===== config.mk =====
export PLATFORM = sky130hd
export DESIGN_NAME = ram_ctrl_flat
export DESIGN_NICKNAME = d
export VERILOG_FILES = /design/src/rtl/ram_ctrl_if.sv /design/src/rtl/ram_ctrl.sv /design/src/flat_wrapper.sv
export SDC_FILE = /design/constraint.sdc
export NUM_CORES = 1
export LEC_CHECK = 0
export BUFFER_PORTS_ARGS = -buffer_cell sky130_fd_sc_hd__buf_2
export CORE_AREA = 2 2 129 131
export CTS_CLUSTER_DIAMETER = 50
export DETAILED_ROUTE_END_ITERATION = 10
export DIE_AREA = 0 0 131 133
export GPL_ROUTABILITY_DRIVEN = 0
export PLACE_DENSITY = 0.68
export SLEW_MARGIN = 20
export SYNTH_ARGS = -nofsm -noshare
export SYNTH_HDL_FRONTEND = slang
export SYNTH_SLANG_ARGS = --single-unit

===== constraint.sdc =====
create_clock -name clk -period 2.5 [get_ports clk]
set_clock_uncertainty 0.1 [all_clocks]
set_input_delay 0.5 -clock clk [delete_from_list [all_inputs] [get_ports clk]]
set_output_delay 0.5 -clock clk [all_outputs]
set_load 0.03 [all_outputs]

===== src/rtl/ram_ctrl_if.sv =====
// ram_ctrl_if: request/acknowledge memory bus between the control unit and
// the RAM controller.
//   req     master->slave  request strobe
//   we      master->slave  1 = store, 0 = load
//   addr    master->slave  word address
//   wdata   master->slave  store data
//   busy    slave->master  controller not idle
//   ack     slave->master  one-cycle completion pulse
//   rdata   slave->master  last load result
//   out_val slave->master  memory-mapped output register
interface ram_ctrl_if #(
    parameter int unsigned DATA_WIDTH = 8,
    parameter int unsigned ADDR_WIDTH = 4
);
    logic                  req;
    logic                  we;
    logic [ADDR_WIDTH-1:0] addr;
    logic [DATA_WIDTH-1:0] wdata;
    logic                  busy;
    logic                  ack;
    logic [DATA_WIDTH-1:0] rdata;
    logic [DATA_WIDTH-1:0] out_val;

    modport master (
        output req, we, addr, wdata,
        input  busy, ack, rdata, out_val
    );

    modport slave (
        input  req, we, addr, wdata,
        output busy, ack, rdata, out_val
    );
endinterface


===== src/rtl/ram_ctrl.sv =====
// ram_ctrl: single-port RAM with request/acknowledge handshake, configurable
// wait states and a memory-mapped output register.
//   clk    system clock, all state changes on the rising edge
//   reset  asynchronous, active-low reset
//   bus    ram_ctrl_if slave port (req/we/addr/wdata in; busy/ack/rdata/out_val out)
// Operands are latched on acceptance; a request is only sampled in IDLE.
// The storage array mem is not reset and may be preloaded hierarchically.
module ram_ctrl #(
  parameter int unsigned DATA_WIDTH  = 8,
  parameter int unsigned ADDR_WIDTH  = 4,
  parameter int unsigned WAIT_STATES = 0,
  parameter int unsigned OUT_ADDR    = 2**ADDR_WIDTH - 1
) (
  input logic       clk,
  input logic       reset,
  ram_ctrl_if.slave bus
);
  localparam int unsigned DEPTH = 2**ADDR_WIDTH;
  localparam logic [3:0] WAIT_LOAD = (WAIT_STATES > 0) ? 4'(WAIT_STATES - 1) : '0;
  localparam logic [ADDR_WIDTH-1:0] OUT_A = ADDR_WIDTH'(OUT_ADDR);

  typedef enum logic [1:0] {IDLE, WAIT, COMMIT, ACK} state_t;

  state_t                state;
  logic [3:0]            wait_cnt;
  logic                  we_q;
  logic [ADDR_WIDTH-1:0] addr_q;
  logic [DATA_WIDTH-1:0] wdata_q;
  logic                  busy_q;
  logic                  ack_q;
  logic [DATA_WIDTH-1:0] rdata_q;
  logic [DATA_WIDTH-1:0] out_q;

  logic [DATA_WIDTH-1:0] mem [0:DEPTH-1];

  // Kept outside the reset block so the array carries no reset. An
  // asserted reset forces state to IDLE, so an uncommitted store never
  // reaches this write.
  always_ff @(posedge clk) begin
    if (state == COMMIT && we_q) begin
      mem[addr_q] <= wdata_q;
    end
  end

  always_ff @(posedge clk or negedge reset) begin
    if (!reset) begin
      state    <= IDLE;
      wait_cnt <= '0;
      we_q     <= 1'b0;
      addr_q   <= '0;
      wdata_q  <= '0;
      busy_q   <= 1'b0;
      ack_q    <= 1'b0;
      rdata_q  <= '0;
      out_q    <= '0;
    end else begin
      case (state)
        IDLE: begin
          ack_q <= 1'b0;
          if (bus.req) begin
            we_q    <= bus.we;
            addr_q  <= bus.addr;
            wdata_q <= bus.wdata;
            busy_q  <= 1'b1;
            if (WAIT_STATES > 0) begin
              wait_cnt <= WAIT_LOAD;
              state    <= WAIT;
            end else begin
              state <= COMMIT;
            end
          end
        end
        WAIT: begin
          if (wait_cnt == '0) begin
            state <= COMMIT;
          end else begin
            wait_cnt <= wait_cnt - 4'd1;
          end
        end
        COMMIT: begin
          if (we_q) begin
            if (addr_q == OUT_A) begin
              out_q <= wdata_q;
            end
          end else begin
            rdata_q <= mem[addr_q];
          end
          ack_q <= 1'b1;
          state <= ACK;
        end
        ACK: begin
          ack_q  <= 1'b0;
          busy_q <= 1'b0;
          state  <= IDLE;
        end
        default: begin
          ack_q  <= 1'b0;
          busy_q <= 1'b0;
          state  <= IDLE;
        end
      endcase
    end
  end

  assign bus.busy    = busy_q;
  assign bus.ack     = ack_q;
  assign bus.rdata   = rdata_q;
  assign bus.out_val = out_q;
endmodule


===== src/flat_wrapper.sv =====
// flat-port wrapper written by rule: the top's interface ports become plain ports
module ram_ctrl_flat 
#(
  parameter int unsigned DATA_WIDTH  = 8,
  parameter int unsigned ADDR_WIDTH  = 4,
  parameter int unsigned WAIT_STATES = 0,
  parameter int unsigned OUT_ADDR    = 2**ADDR_WIDTH - 1
)
  (clk, reset, bus_req, bus_we, bus_addr, bus_wdata, bus_busy, bus_ack, bus_rdata, bus_out_val);
  ram_ctrl_if #(.DATA_WIDTH(DATA_WIDTH), .ADDR_WIDTH(ADDR_WIDTH)) bus_i ();
  input logic clk;
  input logic reset;
  input wire logic [$bits(bus_i.req)-1:0] bus_req;
  input wire logic [$bits(bus_i.we)-1:0] bus_we;
  input wire logic [$bits(bus_i.addr)-1:0] bus_addr;
  input wire logic [$bits(bus_i.wdata)-1:0] bus_wdata;
  output wire logic [$bits(bus_i.busy)-1:0] bus_busy;
  output wire logic [$bits(bus_i.ack)-1:0] bus_ack;
  output wire logic [$bits(bus_i.rdata)-1:0] bus_rdata;
  output wire logic [$bits(bus_i.out_val)-1:0] bus_out_val;
  assign bus_i.req = bus_req;
  assign bus_i.we = bus_we;
  assign bus_i.addr = bus_addr;
  assign bus_i.wdata = bus_wdata;
  assign bus_busy = bus_i.busy;
  assign bus_ack = bus_i.ack;
  assign bus_rdata = bus_i.rdata;
  assign bus_out_val = bus_i.out_val;
  ram_ctrl #(.DATA_WIDTH(DATA_WIDTH), .ADDR_WIDTH(ADDR_WIDTH), .WAIT_STATES(WAIT_STATES), .OUT_ADDR(OUT_ADDR)) u_core (.clk(clk), .reset(reset), .bus(bus_i));
endmodule

# After elaboration in Yosys (flattened, before gate mapping)
# Memory sizes are Yosys's and may differ from the RTL's. A register that Yosys moved wholly into a read port is not among the register bits.
# Index checks and enable logic that the tools add are counted.
# W data, S select, Z words.
[totals]
mem_count = 1
in_bits = 16
mem_bits_rw = 128
ff_bits = 29
[classes]
addsub = 1
n_reduce_logical = 13
eq_ne = 6
muxes = 8
n_bitwise = 2
[memory_table]
columns = ["name", "words", "word_bits", "read_ports", "rd_ports_with_merged_regs", "write_ports", "line", "rtl"]
rows = [
  ["u_core.mem", 16, 8, 1, 1, 1, "ram_ctrl.sv:34", "logic [DATA_WIDTH-1:0] mem [0:DEPTH-1];"],
]
[op_table]
columns = ["operator", "n"]
rows = [
  ["$reduce_and A2 Y1", 5],
  ["$pmux W2 S4", 1],
  ["$eq A2 B2 Y1 const B", 2],
  ["$eq A4 B4 Y1 const B", 1],
  ["$logic_not A4 Y1", 1],
  ["$mux W2", 2],
  ["$pmux W1 S2", 2],
  ["$reduce_bool A2 Y1", 2],
  ["$sub A4 B1 Y4 const B", 1],
  ["$mux W1", 3],
  ["$reduce_and A3 Y1", 1],
  ["$eq A2 B1 Y1 const B", 1],
  ["$logic_not A2 Y1", 1],
  ["$ne A2 B1 Y1 const B", 1],
  ["$ne A2 B2 Y1 const B", 1],
  ["$not A1 Y1", 2],
  ["$reduce_or A2 Y1", 1],
  ["$logic_and A1 B1 Y1", 1],
  ["$logic_not A1 Y1", 1],
]

# Depth between registers and ports, before layout
# Gate-level depths: netlist of run 1.
[depth]
ltp_word = 4
mapped_depth = 6

# Worst setup path after synthesis of run 1
# OpenSTA, ideal clock, no wires.
[synth_path]
path_type = "flip-flop to flip-flop"
start = "reg u_core.state[0]"
end = "mem u_core.mem[0][0], enable pin"
path_stages_with_launch = 6
setup_slack_ps = 239
arrival_time_ps = 1778
synth_period_minus_slack_ps = 2261
path_buffers = 0
setup_time_ps = 383
t_required_ps = 2017
path_cell_list = "dfrtp_1 inv_1 ha_1 nand2_1 or3_1 nor3_1"
[synth_between]
elab_chain_len = 4
[synth_lines]
columns = ["item", "line", "rtl"]
rows = [
  ["from (decl)", "ram_ctrl.sv:24", "state_t state;"],
  ["from (signal assigned)", "ram_ctrl.sv:47", "state <= IDLE;"],
  ["from (signal assigned)", "ram_ctrl.sv:67", "state <= WAIT;"],
  ["from (signal assigned)", "ram_ctrl.sv:69", "state <= COMMIT;"],
  ["$eq A2 B2 Y1", "ram_ctrl.sv:40", "if (state == COMMIT && we_q) begin"],
  ["$logic_and A1 B1 Y1", "ram_ctrl.sv:40", ""],
  ["$mux W1", "ram_ctrl.sv:40", ""],
  ["$mux W1 (not written as such)", "ram_ctrl.sv:41", "mem[addr_q] <= wdata_q;"],
  ["to (decl)", "ram_ctrl.sv:34", ""],
]
# Every way passes these cells.

==> impl_metrics.yaml, run 1 <==
worst_setup_path:
  start_kind: "flop"
  path_class: "flop to flop"
  cpMaxStageDelayCell: "dfrtp_2"
  end_kind: "flop"
  arrival_ns: 2.41
  cp_max_fo: 24
  max_stage_delay_ns: 0.78
  crit_family: "flip-flops"
  cp.required_ns: 2.68
  r2r_slack_ns: 0.28
  crit_path_cell_trace: "buf_12 > mux4_2 > a22oi_1 > a31oi_1"
  critPathBufInv: 1
timing:
  setup_ws_ns: 0.2760
  tns_ns: 0
  slew_headroom_pct: 51.73
  finalCritPeriodShare_pct: 88.96
  rsz0062_at_grt: "no"
  drv_slew: 0
  worstMarginPinSlew_ns: 0.7223
  setup_violations: 0
  fmax_ghz: 0.4496
  hold_viol: 0
  period_needed_ns: 2.224
clock_tree:
  cts_inserted_buffers: 17
  cts_tree: "done"
  clk_latency_ns: 0.42
  post_cts_buffers: 0
  path_clk_slew_ns: 0.06
  postCtsHoldBufs: 0
  cts_sinks: 165
  cts.repair.resized: 0
  clockBufferDepth: 2
  ctsRootBufferMaster: "clkbuf_16"
  htreeDepth: 4
synth:
  synth.distinct_cells: 36
  synth-edff-count: 128
  syn_area_um2: 6499
  ys_async_sr_fraction_pct: 22.42
  syn-instance-count: 342
  syn_avg_cell_area_um2: 19.00
  synth_area_leaders: "edfxtp_1 (59%), dfrtp_1 (14%), mux4_2 (7.3%)"
  synth_common_cells: "edfxtp_1 (128), mux2_2 (38), dfrtp_1 (37)"
  ys_seq_area_share_pct: 73.39
  yosysWarnings: 0
  synth-main-ff-cell: "edfxtp_1"
  synth_top_area_share_pct: 59.15
  ys_seq_elements: 165
  synth_most_common_cell: "edfxtp_1"
  yosys.area.top_type: "edfxtp_1"
  synth_nets: 365
routing:
  drt_iter0_markers: 288
  viasPerCell: 5.206
  drc: 0
  wl_per_cell_um: 19.74
  vias: 3285
  wl_um: 12450
  first_pass_iters: 4
  ant_nets: 0
layout:
  area_delta_synth_final_pct: 16.23
  drive_gt1_share_pct: 34.55
  insertedDiodeCount: 0
  final_nets: 421
  nFillCells: 1367
  final_core_util_pct: 46.71
  fin_cells: 631
  multiInputGateArea_um2: 1608
  seqCellArea_um2: 4771
floorplan:
  rows: 47
  ios: 34
  initial_core_util_pct: 40.19
  core_area_um2: 16170
  die_y_um: 133
  dieArea_um2: 17420
  die_w_um: 131
place:
  portBuffers: 33
  dp_slack_ns: 0.2619
  placed_cells: 599
  dp_hpwl_um: 8182
power_and_ir_drop:
  p_leak_nw: 2.679
  seqPwrFrac_pct: 48.7
  clockPowerShare_pct: 27.0
  switching_share_pct: 31.89
  powerDensity_nw_per_um2: 1185
  p_comb_share_pct: 24.3
  p_sw_w: 0.002855
  internal_power_w: 0.006098
  peakVddDrop_uv: 843.8
  p_total_w: 0.008953
worst_hold_path:
  worstHoldPathType: "input port to async pin"
grt:
  grt_first_pass_wirelength_um: 19290
  grt_pass1_vias: 3342
  grtUsageTotal_pct: 15.64
  grt_max_degree: 38
  antenna_found_initial: 0
  grt_overflow: 0
flow_run:
  maxCapViolCount: 0
status:
  status: "complete, no violations"
## area by class of cell
| class | count | share of cell area, % |
|---|---|---|
| tap | 220 | 3.644 |
| clock buffer | 20 | 5.781 |
| multi-input combinational | 156 | 21.29 |
| inverter | 4 | 0.1988 |
| timing repair buffer | 54 | 4.439 |
| clock inverter | 12 | 1.491 |
| sequential | 165 | 63.16 |
## state kept, by name (all words and copies together) (netlist names)
| signal | flops |
|---|---|
| u_core.bus.ack | 1 |
| u_core.we_q | 1 |
| u_core.mem | 128 |
| u_core.bus.rdata | 8 |
| u_core.bus.out_val | 8 |
| u_core.wdata_q | 8 |
| u_core.wait_cnt | 4 |
| u_core.addr_q | 4 |
| u_core.state | 2 |
| u_core.bus.busy | 1 |
## routing by layer
| metal | wire, µm | track usage, % | vias up |
|---|---|---|---|
| li1 | - | - | 1469 |
| met1 | 5429 | 21.66 | 1690 |
| met2 | 5981 | 23.26 | 102 |
| met3 | 724 | 4.367 | 24 |
| met4 | 320 | 6.738 | 0 |
| met5 | 0 | 0 | - |
## power groups by stage
| stage | logic [W] | clock network (W) | registers [W] |
|---|---|---|---|
| after floorplan | 0.00158 | 0 | 0.00421 |
| after CTS | 0.00219 | 0.00245 | 0.00437 |
| after detailed placement | 0.00219 | 0 | 0.00443 |
| after global placement | 0.00215 | 0 | 0.00438 |
| final | 0.00218 | 0.00242 | 0.00436 |
| after global routing | 0.00236 | 0.00259 | 0.00443 |
## metrics by stage
| step | cell area, µm² | hold slack [ns] |
|---|---|---|
| after floorplan | 6499 | 0.1044 |
| after global placement | 7004 | 0.3556 |
| after detailed placement | 7004 | 0.3709 |
| after CTS | 7553 | 0.03678 |
| after global routing | 7553 | 0.05953 |
| final | 7553 | 0.02740 |
## cell families after synthesis
family,Yosys count,share of synthesized area (%)
xor+xnor,3,0.4044
simple gates,54,4.390
fa+ha+maj,7,1.348
mux,65,15.56
flops,165,73.39
compound gates,27,3.042
buf+inv,21,1.868
## final timing paths
kind                       depth (start not counted)                      startpoint                              end
max                                                4    u_core.addr_q[1]$_DFFE_PN0P_  u_core.bus.rdata[1]$_DFFE_PN0P_
min                                                2                           reset    u_core.wdata_q[5]$_DFFE_PN0P_
max reg2reg                                        4    u_core.addr_q[1]$_DFFE_PN0P_  u_core.bus.rdata[1]$_DFFE_PN0P_
min reg2reg                                        1  u_core.wait_cnt[3]$_DFFE_PN0P_   u_core.wait_cnt[3]$_DFFE_PN0P_
max in group asynchronous                          2                           reset     u_core.addr_q[1]$_DFFE_PN0P_
min in group clk                                   2                    bus_wdata[6]    u_core.wdata_q[6]$_DFFE_PN0P_
## placed cells by master, fill, tap and decap left out, types with 4 or more instances in the layout
| cell | count |
|---|---|
| a22oi_1 | 8 |
| dfrtp_1 | 36 |
| buf_2 | 33 |
| a221oi_1 | 8 |
| inv_1 | 4 |
| a31oi_1 | 8 |
| edfxtp_1 | 128 |
| mux2_2 | 38 |
| ha_1 | 7 |
| buf_4 | 20 |
| clkinv_1 | 4 |
| clkbuf_16 | 17 |
| nand2_1 | 12 |
| mux4_2 | 21 |
| nor3_1 | 5 |
| nor2_1 | 20 |
(Power assumes the default switching activity.)
==> run 2, diff against run 1 <==
--- a/config.mk
+++ b/config.mk
@@ -6,12 +6,14 @@
 export NUM_CORES = 1
 export LEC_CHECK = 0
 export BUFFER_PORTS_ARGS = -buffer_cell sky130_fd_sc_hd__buf_2
+export CELL_PAD_IN_SITES_DETAIL_PLACEMENT = 2
+export CELL_PAD_IN_SITES_GLOBAL_PLACEMENT = 2
 export CORE_AREA = 2 2 129 131
 export CTS_CLUSTER_DIAMETER = 50
 export DETAILED_ROUTE_END_ITERATION = 10
 export DIE_AREA = 0 0 131 133
 export GPL_ROUTABILITY_DRIVEN = 0
-export PLACE_DENSITY = 0.68
+export PLACE_DENSITY = 0.81
 export SLEW_MARGIN = 20
 export SYNTH_ARGS = -nofsm -noshare
 export SYNTH_HDL_FRONTEND = slang
==> run 2 against run 1 <==
Effect of this change: first-iteration DRC count shrank 5.2%; sequential power about the same; die area unchanged; cell count rose by 0.16%; design area rose by 0.71%; worst setup slack gained 0.0088 ns; clock power increased by 7%; worst hold slack better by 0.17 ns; combinational power grew 11%.
==> impl_metrics.yaml, run 2 (synthesis results as in run 1) <==
status:
  status: "complete, no violations"
clock_tree:
  clk_latency_ns: 0.43
  htreeDepth: 4
  cts_sinks: 165
  cts_tree: "done"
  ctsRootBufferMaster: "clkbuf_16"
  clockBufferDepth: 2
  post_cts_buffers: 0
  path_clk_slew_ns: 0.06
  cts_inserted_buffers: 17
layout:
  nFillCells: 1491
  seqCellArea_um2: 4771
  regMostFlops: "u_core.mem"
  drive_gt1_share_pct: 35.92
  area_delta_synth_final_pct: 17.06
  multiInputGateArea_um2: 1608
  final_area_um2: 7607
  insertedDiodeCount: 0
  final_nets: 422
  layout_commonest_cell: "edfxtp_1"
  final_cell_mix: "edfxtp_1 (128), mux2_2 (38), dfrtp_1 (36)"
  fin_cells: 632
  largest_register_ffs: 128
power_and_ir_drop:
  powerDensity_nw_per_um2: 1238
  p_leak_nw: 2.710
  peakVddDrop_uv: 907.4
grt:
  grt_pass1_vias: 3790
  grt_first_pass_wirelength_um: 25060
  antenna_found_initial: 0
  grt_overflow: 0
  grtUsageTotal_pct: 20.72
  grt_max_degree: 34
worst_setup_path:
  end_kind: "flop"
  cp.required_ns: 2.54
  arrival_ns: 2.25
  path_class: "flop to flop"
  start_kind: "flop"
  cp_max_fo: 8
routing:
  wl_um: 16510
  drt_iter0_markers: 273
  drc: 0
  viasPerCell: 5.446
  vias: 3442
  ant_nets: 0
  wl_per_cell_um: 26.12
  first_pass_iters: 4
floorplan:
  rows: 47
  initial_core_util_pct: 40.19
  die_w_um: 131
  ios: 34
  die_y_um: 133
  core_area_um2: 16170
  dieArea_um2: 17420
timing:
  rsz0062_at_grt: "no"
  slew_headroom_pct: 48.11
  tns_ns: 0
  worstMarginPinSlew_ns: 0.7783
  hold_viol: 0
  hold_ws_ns: 0.1975
  setup_ws_ns: 0.2848
  fmax_ghz: 0.4514
  drv_slew: 0
  finalCritPeriodShare_pct: 88.61
  setup_violations: 0
  period_needed_ns: 2.215
flow_run:
  maxCapViolCount: 0
place:
  dp_hpwl_um: 10810
  placed_area_um2: 7017
  portBuffers: 33
  placed_cells: 599
  dp_slack_ns: 0.3449
worst_hold_path:
  worstHoldPathType: "input port to flop"
run 2: changes by cell type in the layout (fill, tap and decap cells not counted), sizes merged:
cell	change
inv	+4
clkbuf	-3
clkinvlp	-1
dlygate4sd3	+1
run 2: per-stage QoR:
stage | total power, W | utilization [%]
4_1_cts | 0.009488 | 47.04
2_1_floorplan | 0.005790 | -
3_5_place_dp | 0.006840 | 43.39
5_1_grt | 0.009766 | 47.04
6_report | 0.009415 | 47.04
3_3_place_gp | 0.006592 | 43.39
run 2: layer usage:
metal | share of wire (%) | vias to the layer above | track usage (%)
met3 | 4.5 | 25 | 5.176
met5 | 0 | - | 0
met4 | 2.9 | 0 | 8.806
li1 | - | 1465 | -
met2 | 52 | 116 | 32.90
met1 | 41 | 1836 | 27.12
run 2: power breakdown:
part	total (W)	internal [W]	switching, W
sequential	0.00439	0.00365	0.000739
clock	0.00259	0.00148	0.00112
combinational	0.00243	0.00104	0.00139
total	0.00942	0.00617	0.00324
run 2: area by class of cell:
cell class / instances / area share [%]
timing repair buffer: 55 / 4.704
multi-input combinational: 156 / 21.13
sequential: 165 / 62.71
inverter: 4 / 0.1974
tap: 220 / 3.618
clock inverter: 15 / 2.039
clock buffer: 17 / 5.592
run 2: what timing repair did:
item                                   4_1_cts  5_1_grt
setup endpoints to repair                    0        0
endpoints found under the hold margin       22        0
hold buffers                                 1        0
gates resized for setup                      0        0
run 2: worst paths after layout:
path                            cells past startpoint                            from  slack, ns                         endpoint
worst max-delay path                                6     u_core.state[0]$_DFFE_PN0P_       0.28       u_core.mem[0][2]$_DFFE_PP_
worst min-delay path                                2                    bus_wdata[4]       0.20    u_core.wdata_q[4]$_DFFE_PN0P_
worst max register to register                      6     u_core.state[0]$_DFFE_PN0P_       0.28       u_core.mem[0][2]$_DFFE_PP_
worst min register to register                      1  u_core.wait_cnt[3]$_DFFE_PN0P_       0.38   u_core.wait_cnt[3]$_DFFE_PN0P_
max in group asynchronous                           3                           reset       1.12  u_core.bus.rdata[4]$_DFFE_PN0P_
min in group asynchronous                           2                           reset       0.51    u_core.wdata_q[2]$_DFFE_PN0P_
run 2: worst max-delay path, stage by stage (launching register included):
cell and delay [ns]:
dfrtp_1 0.41, inv_1 0.14, ha_1 0.37, nand2_1 0.08, or3_1 0.38, nor3_1 0.20
buf_4 0.23
==> run 3, diff against run 2 <==
--- a/config.mk
+++ b/config.mk
@@ -6,9 +6,11 @@
 export NUM_CORES = 1
 export LEC_CHECK = 0
 export BUFFER_PORTS_ARGS = -buffer_cell sky130_fd_sc_hd__buf_2
+export CAP_MARGIN = 20
 export CELL_PAD_IN_SITES_DETAIL_PLACEMENT = 2
 export CELL_PAD_IN_SITES_GLOBAL_PLACEMENT = 2
 export CORE_AREA = 2 2 129 131
+export CTS_BUF_LIST = sky130_fd_sc_hd__clkbuf_4 sky130_fd_sc_hd__clkbuf_8
 export CTS_CLUSTER_DIAMETER = 50
 export DETAILED_ROUTE_END_ITERATION = 10
 export DIE_AREA = 0 0 131 133
==> run 3 against run 2 <==
Effect of this change: first-iteration DRC count down 23%; cell count did not move; sequential power about the same; worst hold slack worse by 0.033 ns; design area down 2.5%; worst setup slack gained 0.00080 ns; largest cell class unchanged; critical endpoint is now u_core.bus.rdata[2]$_DFFE_PN0P_; sequential share of layout area is 1.6 points higher; fmax about the same; routed wire length shrank 2.7%; register-to-register slack barely moved; utilization down 1.2 points.
==> impl_metrics.yaml, run 3 (synthesis results as in run 1) <==
worst_setup_path:
  cp_max_fo: 16
  end_kind: "flop"
  cp.required_ns: 2.72
  start_kind: "flop"
  path_class: "flop to flop"
  arrival_ns: 2.43
layout:
  final_nets: 422
  largest_register_ffs: 128
  area_delta_synth_final_pct: 14.11
  insertedDiodeCount: 0
  regMostFlops: "u_core.mem"
  layout_commonest_cell: "edfxtp_1"
  drive_gt1_share_pct: 35.92
  nFillCells: 1504
  final_cell_mix: "edfxtp_1 (128), mux2_2 (38), dfrtp_1 (36)"
power_and_ir_drop:
  switching_share_pct: 35.81
  p_sw_w: 0.003114
  clockPowerShare_pct: 21.9
  p_comb_share_pct: 27.9
  powerDensity_nw_per_um2: 1173
  seqPwrFrac_pct: 50.2
  p_leak_nw: 2.622
  peakVddDrop_uv: 830.0
  internal_power_w: 0.005582
routing:
  viasPerCell: 5.367
  ant_nets: 0
  met3_length_um: 602
  drc: 0
  wl_met1_um: 6627
  top_layer_used: "met4"
  met2_length_um: 8378
  drt_iter0_markers: 209
  vias: 3392
  wl_per_cell_um: 25.42
  wl_um: 16070
  first_pass_iters: 4
clock_tree:
  ctsRootBufferMaster: "clkbuf_8"
  cts_inserted_buffers: 17
  clk_latency_ns: 0.46
  path_clk_slew_ns: 0.08
  clockBufferDepth: 2
  htreeDepth: 4
  post_cts_buffers: 0
  cts_sinks: 165
  cts_tree: "done"
grt:
  grt_pass1_vias: 3764
  grtUsageTotal_pct: 20.19
  grt_first_pass_wirelength_um: 24560
  grt_max_degree: 34
  grt_overflow: 0
  antenna_found_initial: 0
timing:
  drv_slew: 0
  hold_viol: 0
  setup_violations: 0
  rsz0062_at_grt: "no"
  slew_headroom_pct: 49.32
  period_needed_ns: 2.214
  tns_ns: 0
  fmax_ghz: 0.4516
  finalCritPeriodShare_pct: 88.58
  setup_ws_ns: 0.2856
  worstMarginPinSlew_ns: 0.7602
floorplan:
  rows: 47
  dieArea_um2: 17420
  initial_core_util_pct: 40.19
  die_w_um: 131
  ios: 34
  die_y_um: 133
  core_area_um2: 16170
place:
  dp_hpwl_um: 10810
  dp_slack_ns: 0.3449
  portBuffers: 33
worst_hold_path:
  worstHoldPathType: "input port to flop"
flow_run:
  maxCapViolCount: 0
status:
  status: "complete, no violations"
[run 3: worst paths after layout]
check / start / end / slack, ns / depth (start not counted)
min in group asynchronous: reset / u_core.bus.out_val[4]$_DFFE_PN0P_ / 0.47 / 2
max: u_core.addr_q[1]$_DFFE_PN0P_ / u_core.bus.rdata[2]$_DFFE_PN0P_ / 0.29 / 4
max reg2reg: u_core.addr_q[1]$_DFFE_PN0P_ / u_core.bus.rdata[2]$_DFFE_PN0P_ / 0.29 / 4
max in group asynchronous: reset / u_core.bus.rdata[3]$_DFFE_PN0P_ / 1.17 / 3
min: bus_wdata[4] / u_core.wdata_q[4]$_DFFE_PN0P_ / 0.16 / 2
min reg2reg: u_core.wait_cnt[3]$_DFFE_PN0P_ / u_core.wait_cnt[3]$_DFFE_PN0P_ / 0.38 / 1
[run 3: critical path, stage by stage (launching register included)]
cell and delay [ns]:
dfrtp_2 0.58, buf_4 0.31, mux2_2 0.37, a221oi_1 0.49
a31oi_1 0.20
[run 3: layout make-up]
| class | count | area (µm²) | share of cell area [%] |
|---|---|---|---|
| inverters | 4 | 15.01 | 0.2025 |
| clock buffers | 17 | 234.0 | 3.155 |
| well taps | 220 | 275.3 | 3.712 |
| multi-input cells | 156 | 1608 | 21.68 |
| repair buffers | 55 | 357.8 | 4.825 |
| flip-flops and latches | 165 | 4771 | 64.33 |
| clock inverters | 15 | 155.1 | 2.092 |
[run 3: routing by layer]
layer	global-route usage [%]	up-vias
met3	4.084	27
met2	32.82	81
met4	8.747	0
li1	-	1464
met5	0	-
met1	26.29	1820
[run 3: repair_timing]
action,4_1_cts,5_1_grt
endpoints found under the hold margin,22,0
hold buffers,1,0
gates resized for setup,0,0
[run 3: stage by stage]
step                std cells  hold WS, ns  area [µm²]  power [W]  util [%]
finish                    632       0.1642        7416   0.008695     45.86
global route              632       0.1447        7416   0.009053     45.86
CTS                       632       0.1379        7416   0.008774     45.86
detailed placement        599       0.3739        7017   0.006840     43.39
global placement          599       0.3578        7017   0.006592     43.39
floorplan                 342       0.1044        6499   0.005790         -
[run 3: power by group through the flow]
stage | combinational [W] | clock [W] | sequential, W
2_1_floorplan | 0.00158 | 0 | 0.00421
3_3_place_gp | 0.00226 | 0 | 0.00433
3_5_place_dp | 0.00240 | 0 | 0.00444
4_1_cts | 0.00245 | 0.00194 | 0.00438
5_1_grt | 0.00258 | 0.00203 | 0.00444
6_report | 0.00243 | 0.00190 | 0.00437
